<file path="src/rtl/mul_div_unit.sv">
// Iterative multiply/divide unit: shift-add multiply and restoring divide,
// one bit per cycle, producing the HI/LO pair for MULT, MULTU, DIV and DIVU.
module mul_div_unit #(
  parameter int unsigned WIDTH = 32
) (
  input  logic             clk,
  input  logic             rst_n,
  input  logic             start,
  input  logic [1:0]       op,
  input  logic [WIDTH-1:0] SrcA,
  input  logic [WIDTH-1:0] SrcB,
  output logic             busy,
  output logic             done,
  output logic             div_by_zero,
  output logic [WIDTH-1:0] HI,
  output logic [WIDTH-1:0] LO
);

  localparam int unsigned CW = $clog2(WIDTH + 1);
  localparam int unsigned PW = 2 * WIDTH;

  typedef enum logic [1:0] {S_IDLE, S_RUN, S_FIX, S_DONE} state_e;

  state_e state_q, state_d;

  // Iteration datapath: rem holds the partial product high half / partial
  // remainder, quo the multiplier / quotient, dvs the multiplicand / divisor.
  logic [WIDTH:0]   rem_q, rem_d;
  logic [WIDTH-1:0] quo_q, quo_d;
  logic [WIDTH-1:0] dvs_q, dvs_d;
  logic [CW-1:0]    cnt_q, cnt_d;
  logic             is_div_q, is_div_d;
  logic             neg_res_q, neg_res_d;
  logic             neg_rem_q, neg_rem_d;
  logic             dbz_flag_q, dbz_flag_d;

  logic             busy_q, busy_d;
  logic             done_q, done_d;
  logic             dbz_q, dbz_d;
  logic [WIDTH-1:0] hi_q, hi_d;
  logic [WIDTH-1:0] lo_q, lo_d;

  // Combinational helpers
  logic             in_signed, a_neg, b_neg, b_zero;
  logic [WIDTH-1:0] a_mag, b_mag;
  logic [WIDTH:0]   mul_sum, div_shift;
  logic [WIDTH+1:0] div_trial;
  logic [PW-1:0]    prod_mag, prod_res;
  logic [WIDTH-1:0] quo_res, rem_res;

  // State register
  always_ff @(posedge clk or negedge rst_n) begin
    if (!rst_n) state_q <= S_IDLE;
    else        state_q <= state_d;
  end

  // Next-state logic
  always_comb begin
    state_d = state_q;
    case (state_q)
      S_IDLE, S_DONE: state_d = start ? S_RUN : S_IDLE;
      S_RUN:          if (cnt_q == CW'(1)) state_d = S_FIX;
      S_FIX:          state_d = S_DONE;
      default:        state_d = S_IDLE;
    endcase
  end

  // Datapath and output next values
  always_comb begin
    rem_d      = rem_q;
    quo_d      = quo_q;
    dvs_d      = dvs_q;
    cnt_d      = cnt_q;
    is_div_d   = is_div_q;
    neg_res_d  = neg_res_q;
    neg_rem_d  = neg_rem_q;
    dbz_flag_d = dbz_flag_q;
    hi_d       = hi_q;
    lo_d       = lo_q;
    done_d     = 1'b0;
    dbz_d      = 1'b0;
    busy_d     = (state_d == S_RUN) || (state_d == S_FIX);

    in_signed = ~op[0];
    a_neg     = in_signed & SrcA[WIDTH-1];
    b_neg     = in_signed & SrcB[WIDTH-1];
    b_zero    = (SrcB == '0);
    // The most-negative value negates to itself, which read unsigned is 2^(W-1).
    a_mag     = a_neg ? -SrcA : SrcA;
    b_mag     = b_neg ? -SrcB : SrcB;

    mul_sum   = rem_q + (quo_q[0] ? {1'b0, dvs_q} : '0);
    div_shift = {rem_q[WIDTH-1:0], quo_q[WIDTH-1]};
    div_trial = {1'b0, div_shift} - {2'b00, dvs_q};

    prod_mag  = {rem_q[WIDTH-1:0], quo_q};
    prod_res  = neg_res_q ? -prod_mag : prod_mag;
    quo_res   = neg_res_q ? -quo_q : quo_q;
    rem_res   = neg_rem_q ? -rem_q[WIDTH-1:0] : rem_q[WIDTH-1:0];

    case (state_q)
      S_IDLE, S_DONE: begin
        if (start) begin
          is_div_d   = op[1];
          quo_d      = a_mag;
          dvs_d      = b_mag;
          rem_d      = '0;
          cnt_d      = CW'(WIDTH);
          dbz_flag_d = op[1] & b_zero;
          // A zero divisor leaves an all-ones quotient, so it must not be negated;
          // the remainder then equals |SrcA| and re-signing it restores SrcA.
          neg_res_d  = (a_neg ^ b_neg) & ~(op[1] & b_zero);
          neg_rem_d  = a_neg;
        end
      end
      S_RUN: begin
        cnt_d = cnt_q - CW'(1);
        if (is_div_q) begin
          if (!div_trial[WIDTH+1]) rem_d = div_trial[WIDTH:0];
          else                     rem_d = div_shift;
          quo_d = {quo_q[WIDTH-2:0], ~div_trial[WIDTH+1]};
        end else begin
          rem_d = {1'b0, mul_sum[WIDTH:1]};
          quo_d = {mul_sum[0], quo_q[WIDTH-1:1]};
        end
      end
      S_FIX: begin
        if (is_div_q) begin
          hi_d = rem_res;
          lo_d = quo_res;
        end else begin
          hi_d = prod_res[PW-1:WIDTH];
          lo_d = prod_res[WIDTH-1:0];
        end
        done_d = 1'b1;
        dbz_d  = dbz_flag_q;
      end
      default: ;
    endcase
  end

  // Datapath and output registers
  always_ff @(posedge clk or negedge rst_n) begin
    if (!rst_n) begin
      rem_q      <= '0;
      quo_q      <= '0;
      dvs_q      <= '0;
      cnt_q      <= '0;
      is_div_q   <= 1'b0;
      neg_res_q  <= 1'b0;
      neg_rem_q  <= 1'b0;
      dbz_flag_q <= 1'b0;
      busy_q     <= 1'b0;
      done_q     <= 1'b0;
      dbz_q      <= 1'b0;
      hi_q       <= '0;
      lo_q       <= '0;
    end else begin
      rem_q      <= rem_d;
      quo_q      <= quo_d;
      dvs_q      <= dvs_d;
      cnt_q      <= cnt_d;
      is_div_q   <= is_div_d;
      neg_res_q  <= neg_res_d;
      neg_rem_q  <= neg_rem_d;
      dbz_flag_q <= dbz_flag_d;
      busy_q     <= busy_d;
      done_q     <= done_d;
      dbz_q      <= dbz_d;
      hi_q       <= hi_d;
      lo_q       <= lo_d;
    end
  end

  assign busy        = busy_q;
  assign done        = done_q;
  assign div_by_zero = dbz_q;
  assign HI          = hi_q;
  assign LO          = lo_q;

endmodule
</file>
<file path="config.mk">
export PLATFORM = sky130hd
export DESIGN_NAME = mul_div_unit
export DESIGN_NICKNAME = d
export VERILOG_FILES = /design/src/rtl/mul_div_unit.sv
export SDC_FILE = /design/constraint.sdc
export NUM_CORES = 1
export LEC_CHECK = 0
export ABC_AREA = 1
export CAP_MARGIN = 20
export CORE_ASPECT_RATIO = 1.1
export CORE_MARGIN = 2
export CORE_UTILIZATION = 45
export CTS_CLUSTER_DIAMETER = 120
export DETAILED_ROUTE_END_ITERATION = 8
export SLEW_MARGIN = 20
export SYNTH_ARGS = -nofsm -noshare
export SYNTH_HDL_FRONTEND = slang
export SYNTH_SLANG_ARGS = --single-unit
</file>
<file path="constraint.sdc">
create_clock -name clk -period 3.4 [get_ports clk]
set_input_delay 0.51 -clock clk [delete_from_list [all_inputs] [get_ports clk]]
set_output_delay 0.51 -clock clk [all_outputs]
set_load 0.01 [all_outputs]
</file>
==> results.sh, run 1 <==
export IMPL_outcome="complete, no violations"
export IMPL_drt_drc_violations_left=0
export IMPL_overflow=0
export IMPL_reg2reg_from="rem_q[0]"
export IMPL_setup_viol=0
export IMPL_routed_wirelength_mm=67.0
export IMPL_ys_types=49
export IMPL_post_place_ws_ns=0.542
export IMPL_synth_edff_count=0
export IMPL_multi_input_area_um2=10700
export IMPL_yosysWarningCount=0
export IMPL_rsz0062_at_grt="no"
export IMPL_cp_startpoint="rem_q[0]"
export IMPL_nets=3119
export IMPL_min_period_ns=2.99
export IMPL_regArea_um2=4410
export IMPL_clock_latency_ns=0.47
export IMPL_fillers=3960
export IMPL_io_pins=136
export IMPL_hold_viol_final=0
export IMPL_dr_pass1_iters=7
export IMPL_cp_buffers_inverters=1
export IMPL_r2r_setup_slack_ns=0.41
export IMPL_diodes=0
export IMPL_finalMaxSlewViolations=0
export IMPL_cp_arrival_ns=3.34
export IMPL_cts_root_buffer="clkbuf_16"
export IMPL_synth_area_top_cells="dfrtp_1, nand2_1, inv_1"
export IMPL_hp_class="reg2reg"
export IMPL_cp_end_kind="register"
export IMPL_clock_path_buffers=2
export IMPL_fin_skew_ns=0.0149
export IMPL_synthTopCellsByCount="nand2_1, inv_1, nor2_1"
export IMPL_synth_seq_cells=176
export IMPL_finalWorstSetupSlack_ns=0.415
export IMPL_hp_start="dbz_flag_q"
export IMPL_tns_ns=0
export IMPL_cts_htree_levels=4
export IMPL_path_common_cell="nand2_1"
export IMPL_worst_pin_slew_ns=1.03
export IMPL_cts_buffers=17
export IMPL_worstRegToRegCells=15
export IMPL_grt_use_total_pct=34.2
export IMPL_path_clk_slew_ns=0.08
export IMPL_ys_seq_area_share_pct=26.0
export IMPL_place_hpwl_mm=53.9
export IMPL_synth_most_common_cell="nand2_1"
export IMPL_die_w_um=189
export IMPL_finalCritPeriodShare_pct=87.8
export IMPL_synth_top_area_share_pct=26.0
export IMPL_syn_instance_count=2863
export IMPL_cpMaxStageDelayCell="dfrtp_1"
export IMPL_p_per_area_nw_per_um2=850
export IMPL_ys_async_sr_fraction_pct=100
export IMPL_avgSynthCellArea_um2=5.92
export IMPL_p_total_w=0.0166
export IMPL_worst_setup_path_start_kind="register"
export IMPL_grt_pass1_vias=18600
export IMPL_crit_chain="ha_1 > inv_1 > fa_1 > o21ai_0 > nand2_1 > nand2_1 > nand2_1 > nand2_1 > nand2_1 > nand2_1 > nand2_1 > nand3_1 > nand2_1 > nand2_1 > nand2_1"
export IMPL_required_ns=3.76
export IMPL_grt_pass1_wl_mm=103
export IMPL_fmax_ghz=0.335
export IMPL_dpl_cell_area_um2=18900
export IMPL_route_vias_total=19300
export IMPL_drt_iter0_markers=1787
export IMPL_cts_sinks=176
export IMPL_ir_worst_vdd_v=0.000908
export IMPL_start_util_pct=45.7
export IMPL_path_max_fanout=8
export IMPL_ant_nets=0
export IMPL_drive_gt1_share_pct=4.42
export IMPL_syn_area_um2=17000
export IMPL_drt_vias_per_instance=5.55
export IMPL_final_area_um2=19600
export IMPL_cts_tree="yes"
export IMPL_maxCapViolations=0
export IMPL_cp_top_family="simple AND/OR/NAND/NOR gates"
export IMPL_antenna_found_initial=0
export IMPL_port_buffers=135
export IMPL_worst_path_stages=15
export IMPL_wl_per_cell_um=19.2
export IMPL_die_area_um2=39300
export IMPL_die_h_um=208
export IMPL_r2r_end="rem_q[25]"
export IMPL_synth_nets=3006
export IMPL_synth_top_area_cell="dfrtp_1"
export IMPL_synthFlopType="dfrtp_1"
export IMPL_gp_congestion=0.976
export IMPL_area_growth_pct=15.3
export IMPL_relSlewSlack_pct=31.1
export IMPL_num_rows=74
export IMPL_slowest_delay_ns=0.59
export IMPL_crit_path_end="rem_q[25]"
export IMPL_critPathKind="reg2reg"
export IMPL_p_leak_nw=10.0
export IMPL_core_um2=37100
export IMPL_grt_max_degree=97
-- worst reg2reg max path: cells and delay by family (launching register included) --
family | cells | cell delay [ns]
and+or+nand+nor | 11 | 1.06
adders and majority gates | 2 | 0.75
AOI/OAI and AO/OA | 1 | 0.38
buffers and inverters | 1 | 0.10
DFF | 1 | 0.59
-- routing by layer --
metal,track usage [%],vias up,wire length [um]
li1,-,9456,-
met1,40.4,8923,26600
met2,58.1,752,31900
met3,4.75,215,3860
met4,22.0,0,4660
met5,0,-,0
-- sequential cells by signal, summed over array words and instances, names as in the netlist --
name / count
is_div_q: 1
div_by_zero: 1
rem_q: 33
neg_rem_q: 1
neg_res_q: 1
HI: 32
quo_q: 32
dbz_flag_q: 1
done: 1
dvs_q: 32
cnt_q: 6
LO: 32
busy: 1
state_q: 2
-- worst min-delay path by stage --
stage                        to  slack (ns)  cells past startpoint
floorplan                 HI[0]        0.21                      0
global placement          LO[0]        0.42                      1
detailed placement        LO[6]        0.42                      1
CTS                 div_by_zero        0.48                      2
global route        div_by_zero        0.50                      2
finish              div_by_zero        0.48                      2
-- logic make-up (layout without fill, tap and decap cells) --
| logic type | Yosys count | count (layout) | synth area share, % |
|---|---|---|---|
| simple gates | 1593 | 1593 | 39.7 |
| buf+inv | 499 | 625 | 11.3 |
| compound gates | 463 | 463 | 14.5 |
| flops | 176 | 176 | 26.0 |
| fa+ha+maj | 74 | 74 | 5.55 |
| xor+xnor | 58 | 58 | 3.00 |
-- area by class of cell --
class	count	area share, %
Clock buffer	17	2.18
Multi-Input combinational cell	2188	54.5
Clock inverter	15	0.992
Timing Repair Buffer	181	8.76
Sequential cell	176	22.5
Inverter	412	7.91
Tap cell	494	3.16
-- what timing repair did --
item | in CTS | in global routing
hold buffers | 1 | 0
endpoints found under the hold margin | 34 | 0
setup buffers | 0 | 0
gates resized for setup | 0 | 0
-- cells in the final DEF (no fill, tap or decap), types with 5 or more instances in the layout --
| cell type | synthesis | layout |
|---|---|---|
| o21ai_1 | 20 | 20 |
| nor2_2 | 9 | 12 |
| nand2_2 | 5 | 5 |
| o211ai_1 | 8 | 8 |
| nor3_2 | 6 | 6 |
| inv_6 | 0 | 5 |
| nor3_1 | 30 | 30 |
| clkdlybuf4s50_1 | 0 | 134 |
| clkbuf_16 | 0 | 17 |
| inv_2 | 11 | 12 |
| nand3b_1 | 15 | 15 |
| a21oi_1 | 147 | 147 |
| nand3_1 | 268 | 268 |
| ha_1 | 72 | 71 |
| nand4_1 | 49 | 49 |
| or2_2 | 8 | 8 |
| xnor2_1 | 7 | 7 |
| nor2_1 | 296 | 293 |
| o21ai_0 | 220 | 220 |
| o22ai_1 | 7 | 7 |
| a31oi_1 | 39 | 39 |
| buf_4 | 0 | 44 |
| dfrtp_1 | 176 | 175 |
| nand2_1 | 886 | 886 |
| and2_1 | 5 | 5 |
| xor2_1 | 51 | 51 |
| inv_1 | 400 | 399 |
-- stage by stage --
stage	cells	hold WS, ns	util (%)
after floorplan	2863	0.214	-
after global routing	3483	0.503	52.7
final	3483	0.476	52.7
after global placement	3450	0.419	51.0
after detailed placement	3450	0.422	51.0
after CTS	3483	0.482	52.7
-- power breakdown --
part	internal (W)	switching, W	leakage, nW	total, W
logic	0.00351	0.00715	7.65	0.0107
clock network	0.00112	0.000989	0.305	0.00211
registers	0.00281	0.00103	2.07	0.00384
total	0.00744	0.00918	10.0	0.0166
No activity file was read; power rests on OpenSTA's default activity.
==> run 2: changes to the inputs <==
==> constraint.sdc (replaced) <==
create_clock -name clk -period 2.75 [get_ports clk]
set_input_delay 0.4125 -clock clk [delete_from_list [all_inputs] [get_ports clk]]
set_output_delay 0.4125 -clock clk [all_outputs]
set_load 0.01 [all_outputs]
==> run 2 against run 1 <==
Combinational power increased by 33%; die area unchanged; critical path depth grew 2; clock skew up 0.00053 ns; register-to-register slack worse by 0.23 ns; sequential power up 17%; clock power grew 17%; cell count grew 2.0%.
==> results.sh, run 2 (synthesized netlist as in run 1, its figures left out) <==
export IMPL_gp_congestion=1.01
export IMPL_fmax_ghz=0.390
export IMPL_finalMaxSlewViolations=0
export IMPL_maxCapViolations=0
export IMPL_place_hpwl_mm=54.8
export IMPL_wl_per_cell_um=19.1
export IMPL_cts_sinks=176
export IMPL_area_growth_pct=18.6
export IMPL_largest_reg_flops=33
export IMPL_port_buffers=135
export IMPL_tns_ns=0
export IMPL_diodes=0
export IMPL_die_w_um=189
export IMPL_routed_wirelength_mm=67.8
export IMPL_min_period_ns=2.57
export IMPL_p_per_area_nw_per_um2=1050
export IMPL_route_vias_total=19600
export IMPL_setup_viol=0
export IMPL_layout_common_cells="nand2_1, inv_1, nor2_1"
export IMPL_drt_iter0_markers=1634
export IMPL_finalCritPeriodShare_pct=93.3
export IMPL_p_int_w=0.00964
export IMPL_finalWorstSetupSlack_ns=0.184
export IMPL_worst_setup_path_start_kind="register"
export IMPL_cts_tree="yes"
export IMPL_cp_end_kind="register"
export IMPL_core_um2=37100
export IMPL_drt_drc_violations_left=0
export IMPL_ir_worst_vdd_v=0.000773
export IMPL_path_max_fanout=33
export IMPL_fin_skew_ns=0.0155
export IMPL_die_h_um=208
export IMPL_clockPowerShare_pct=11.7
export IMPL_nets=3187
export IMPL_regMostFlops="rem_q"
export IMPL_io_pins=136
export IMPL_p_leak_nw=10.3
export IMPL_p_total_w=0.0211
export IMPL_ant_nets=0
export IMPL_rsz0062_at_grt="no"
export IMPL_grt_use_total_pct=34.6
export IMPL_seq_power_share_pct=21.3
export IMPL_antenna_found_initial=0
export IMPL_layout_commonest_cell="nand2_1"
export IMPL_cp_arrival_ns=2.94
export IMPL_grtUsageMet2_pct=58.9
export IMPL_overflow=0
export IMPL_grt_max_degree=97
export IMPL_switchingPower_w=0.0115
export IMPL_post_place_ws_ns=0.00806
export IMPL_clock_path_buffers=2
export IMPL_grt_util_met1_pct=41.2
export IMPL_hold_viol_final=0
export IMPL_worst_pin_slew_ns=0.628
export IMPL_swShare_pct=54.4
export IMPL_dr_pass1_iters=8
export IMPL_cts_buffers=17
export IMPL_cts_htree_levels=4
export IMPL_critPathKind="reg2reg"
export IMPL_clock_latency_ns=0.48
export IMPL_relSlewSlack_pct=57.9
export IMPL_hp_class="in2async"
export IMPL_drive_gt1_share_pct=6.84
export IMPL_combPwrFrac_pct=67.0
export IMPL_grt_pass1_wl_mm=104
export IMPL_path_clk_slew_ns=0.07
export IMPL_start_util_pct=45.7
export IMPL_required_ns=3.12
export IMPL_cts_root_buffer="clkbuf_16"
export IMPL_post_cts_buffers=0
export IMPL_die_area_um2=39300
export IMPL_num_rows=74
export IMPL_grt_met3_usage_pct=5.41
export IMPL_outcome="complete, no violations"
export IMPL_grt_most_used_layer="met2"
export IMPL_grt_pass1_vias=18600
export IMPL_drt_vias_per_instance=5.53
==> run 2: final timing paths <==
kind | start | endpoint | slack, ns | depth (start not counted)
setup / recovery | quo_q[0] | rem_q[30] | 0.18 | 17
hold reg to reg | HI[26] | HI[26] | 0.48 | 2
setup reg to reg | quo_q[0] | rem_q[30] | 0.18 | 17
max in group asynchronous | rst_n | HI[20] | 1.35 | 3
min in group clk | HI[26] | HI[26] | 0.48 | 2
hold / removal | rst_n | LO[8] | 0.45 | 2
==> run 2: what timing repair did <==
action / 4_1_cts / 5_1_grt
resized for setup: 1 / 15
setup endpoints to repair: 1 / 14
hold buffers: 1 / 0
endpoints found under the hold margin: 43 / 0
pin swaps: 0 / 0
==> run 2: critical path: stages (launching register included) <==
cell and delay, ns:
dfrtp_1 0.41, buf_12 0.19, nand2_1 0.17, inv_1 0.06
ha_1 0.33, nand2_1 0.13, nor2_1 0.21, nand2_1 0.10
nand2_1 0.11, nand2_1 0.07, nand2_2 0.16, nand2_1 0.11
nand2_1 0.07, nand2_1 0.05, nand3_1 0.10, nand2_1 0.07
nand2_1 0.07, nand2_1 0.04
==> run 2: power groups by stage <==
stage	clock (W)	combinational [W]	sequential [W]
floorplan	0	0.00858	0.00438
global placement	0	0.0138	0.00449
detailed placement	0	0.0139	0.00451
CTS	0.00251	0.0139	0.00447
global route	0.00259	0.0157	0.00458
finish	0.00247	0.0142	0.00450
==> run 2: final cells by class <==
| type | instances | area (um^2) |
|---|---|---|
| inverters | 412 | 1550 |
| well taps | 494 | 618 |
| clock buffers | 20 | 457 |
| multi-input cells | 2188 | 10700 |
| flip-flops and latches | 176 | 4410 |
| fillers | 3890 | 17000 |
| repair buffers | 249 | 2260 |
| clock inverters | 12 | 120 |
==> run 2: per-stage QoR <==
stage               util, %  cell area [um^2]  hold WS [ns]  cells
finish                 54.2             20100         0.451   3551
global placement       52.4             19500         0.388   3518
CTS                    54.0             20100         0.452   3551
floorplan                 -             17000         0.117   2863
detailed placement     52.4             19500         0.392   3518
global route           54.2             20100         0.476   3551
==> run 2: layer usage <==
layer  vias to the layer above  part of all wire (%)
li1                       9598                     -
met1                      9029                    39
met2                       786                    48
met3                       211                   6.4
met4                         0                   6.3
met5                         -                     0
==> run 3: changes to the inputs <==
--- a/config.mk
+++ b/config.mk
@@ -16,3 +16,4 @@
 export SYNTH_ARGS = -nofsm -noshare
 export SYNTH_HDL_FRONTEND = slang
 export SYNTH_SLANG_ARGS = --single-unit
+export TNS_END_PERCENT = 5
==> run 3 against run 2 <==
Final area about the same; sequential share of layout area about the same; flip-flop and latch count unchanged; critical path depth unchanged; worst hold slack got worse by 0.0042 ns; via count decreased by 0.24%; total power about the same; die area unchanged; register-to-register slack about the same; cell count unchanged; clock-buffer cell count unchanged; critical path type unchanged; largest cell class unchanged; largest power group unchanged.
==> results.sh, run 3 (synthesized netlist as in run 1, its figures left out) <==
export IMPL_grt_use_total_pct=34.6
export IMPL_grt_pass1_vias=18600
export IMPL_r2r_setup_slack_ns=0.19
export IMPL_fmax_ghz=0.391
export IMPL_regMostFlops="rem_q"
export IMPL_layoutNonFillerInstCount=3551
export IMPL_seq_power_share_pct=21.3
export IMPL_crit_path_end="rem_q[30]"
export IMPL_swShare_pct=54.4
export IMPL_combPwrFrac_pct=67.0
export IMPL_area_growth_pct=18.5
export IMPL_cts_htree_levels=4
export IMPL_cp_arrival_ns=2.93
export IMPL_setup_viol=0
export IMPL_antenna_found_initial=0
export IMPL_cp_end_kind="register"
export IMPL_overflow=0
export IMPL_core_um2=37100
export IMPL_required_ns=3.12
export IMPL_cp_startpoint="quo_q[0]"
export IMPL_drt_vias_per_instance=5.51
export IMPL_switchingPower_w=0.0115
export IMPL_tns_ns=0
export IMPL_gp_congestion=1.01
export IMPL_cp_top_family="simple AND/OR/NAND/NOR gates"
export IMPL_routed_wirelength_mm=67.8
export IMPL_wl_per_cell_um=19.1
export IMPL_hold_viol_final=0
export IMPL_layout_commonest_cell="nand2_1"
export IMPL_post_place_ws_ns=0.00806
export IMPL_ant_nets=0
export IMPL_relSlewSlack_pct=57.0
export IMPL_cpMaxStageDelayCell="dfrtp_1"
export IMPL_place_hpwl_mm=54.8
export IMPL_fillers=3894
export IMPL_nets=3187
export IMPL_path_clk_slew_ns=0.07
export IMPL_outcome="complete, no violations"
export IMPL_reg2reg_from="quo_q[0]"
export IMPL_drive_gt1_share_pct=6.77
export IMPL_dr_pass1_iters=8
export IMPL_cts_buffers=17
export IMPL_die_w_um=189
export IMPL_clockPowerShare_pct=11.7
export IMPL_path_common_cell="nand2_1"
export IMPL_grt_max_degree=97
export IMPL_worst_path_stages=17
export IMPL_diodes=0
export IMPL_finalMaxSlewViolations=0
export IMPL_rsz0062_at_grt="yes"
export IMPL_num_rows=74
export IMPL_clock_path_buffers=2
export IMPL_finalWorstSetupSlack_ns=0.192
export IMPL_cts_root_buffer="clkbuf_16"
export IMPL_cts_sinks=176
export IMPL_port_buffers=135
export IMPL_post_place_cells=3518
export IMPL_worst_setup_path_start_kind="register"
export IMPL_maxCapViolations=0
export IMPL_r2r_end="rem_q[30]"
export IMPL_ir_worst_vdd_v=0.000786
export IMPL_finalCritPeriodShare_pct=93.0
export IMPL_p_leak_nw=10.3
export IMPL_drt_drc_violations_left=0
export IMPL_p_per_area_nw_per_um2=1050
export IMPL_crit_chain="buf_12 > nand2_1 > inv_1 > ha_1 > nand2_1 > nor2_1 > nand2_1 > nand2_1 > nand2_1 > nand2_2 > nand2_1 > nand2_1 > nand2_1 > nand3_1 > nand2_1 > nand2_1 > nand2_1"
export IMPL_min_period_ns=2.56
export IMPL_grt_pass1_wl_mm=104
export IMPL_drt_iter0_markers=1581
export IMPL_die_h_um=208
export IMPL_start_util_pct=45.7
export IMPL_p_int_w=0.00963
export IMPL_path_max_fanout=33
export IMPL_hp_class="in2async"
export IMPL_route_vias_total=19600
export IMPL_cts_tree="yes"
export IMPL_clock_latency_ns=0.49
export IMPL_critPathKind="reg2reg"
export IMPL_cp_buffers_inverters=2
export IMPL_largest_reg_flops=33
export IMPL_die_area_um2=39300
export IMPL_worstRegToRegCells=17
export IMPL_slowest_delay_ns=0.41
export IMPL_layout_common_cells="nand2_1, inv_1, nor2_1"
export IMPL_worst_pin_slew_ns=0.641
export IMPL_io_pins=136
export IMPL_fin_skew_ns=0.0151
export IMPL_p_total_w=0.0211
run 3: cell counts in the layout (fill, tap and decap cells not counted):
Identical to the previous run, type by type.
run 3: layout make-up:
cell class,count,area [um^2],share of cell area [%]
Inverter,412,1550,7.70
Tap cell,494,618,3.08
Timing Repair Buffer,249,2260,11.3
Sequential cell,176,4410,21.9
Clock buffer,20,457,2.27
Clock inverter,12,120,0.598
Multi-Input combinational cell,2188,10700,53.2
run 3: what timing repair did:
action | in CTS | in global routing
hold endpoints to repair | 43 | 0
hold buffers | 1 | 0
setup buffers | 0 | 0
resized for setup | 1 | 10
endpoints found under the setup margin | 1 | 14
run 3: layer usage:
| metal | GRT usage [%] | vias up | share of wire (%) |
|---|---|---|---|
| li1 | - | 9594 | - |
| met2 | 58.9 | 769 | 48 |
| met1 | 41.2 | 9000 | 39 |
| met3 | 5.41 | 214 | 6.4 |
| met4 | 19.9 | 0 | 6.2 |
| met5 | 0 | - | 0 |
run 3: stage by stage:
stage | instance area (um^2) | hold WS, ns | util, %
floorplan | 17000 | 0.117 | -
finish | 20100 | 0.446 | 54.1
global placement | 19500 | 0.388 | 52.4
global route | 20100 | 0.476 | 54.1
CTS | 20100 | 0.452 | 54.0
detailed placement | 19500 | 0.392 | 52.4
run 3: worst min-delay path by stage:
| stage | from | to | slack, ns | cells after the start |
|---|---|---|---|---|
| detailed placement | rst_n | LO[8] | 0.39 | 1 |
| global placement | rst_n | LO[0] | 0.39 | 1 |
| finish | rst_n | LO[8] | 0.45 | 2 |
| floorplan | rst_n | HI[0] | 0.12 | 0 |
| global route | rst_n | LO[6] | 0.48 | 2 |
| CTS | rst_n | LO[8] | 0.45 | 2 |
run 3: power by group through the flow:
stage          combinational [W]  sequential (W)  clock, W
3_5_place_dp              0.0139         0.00451         0
3_3_place_gp              0.0138         0.00449         0
2_1_floorplan            0.00858         0.00438         0
5_1_grt                   0.0157         0.00458   0.00259
4_1_cts                   0.0139         0.00447   0.00251
6_report                  0.0142         0.00450   0.00247
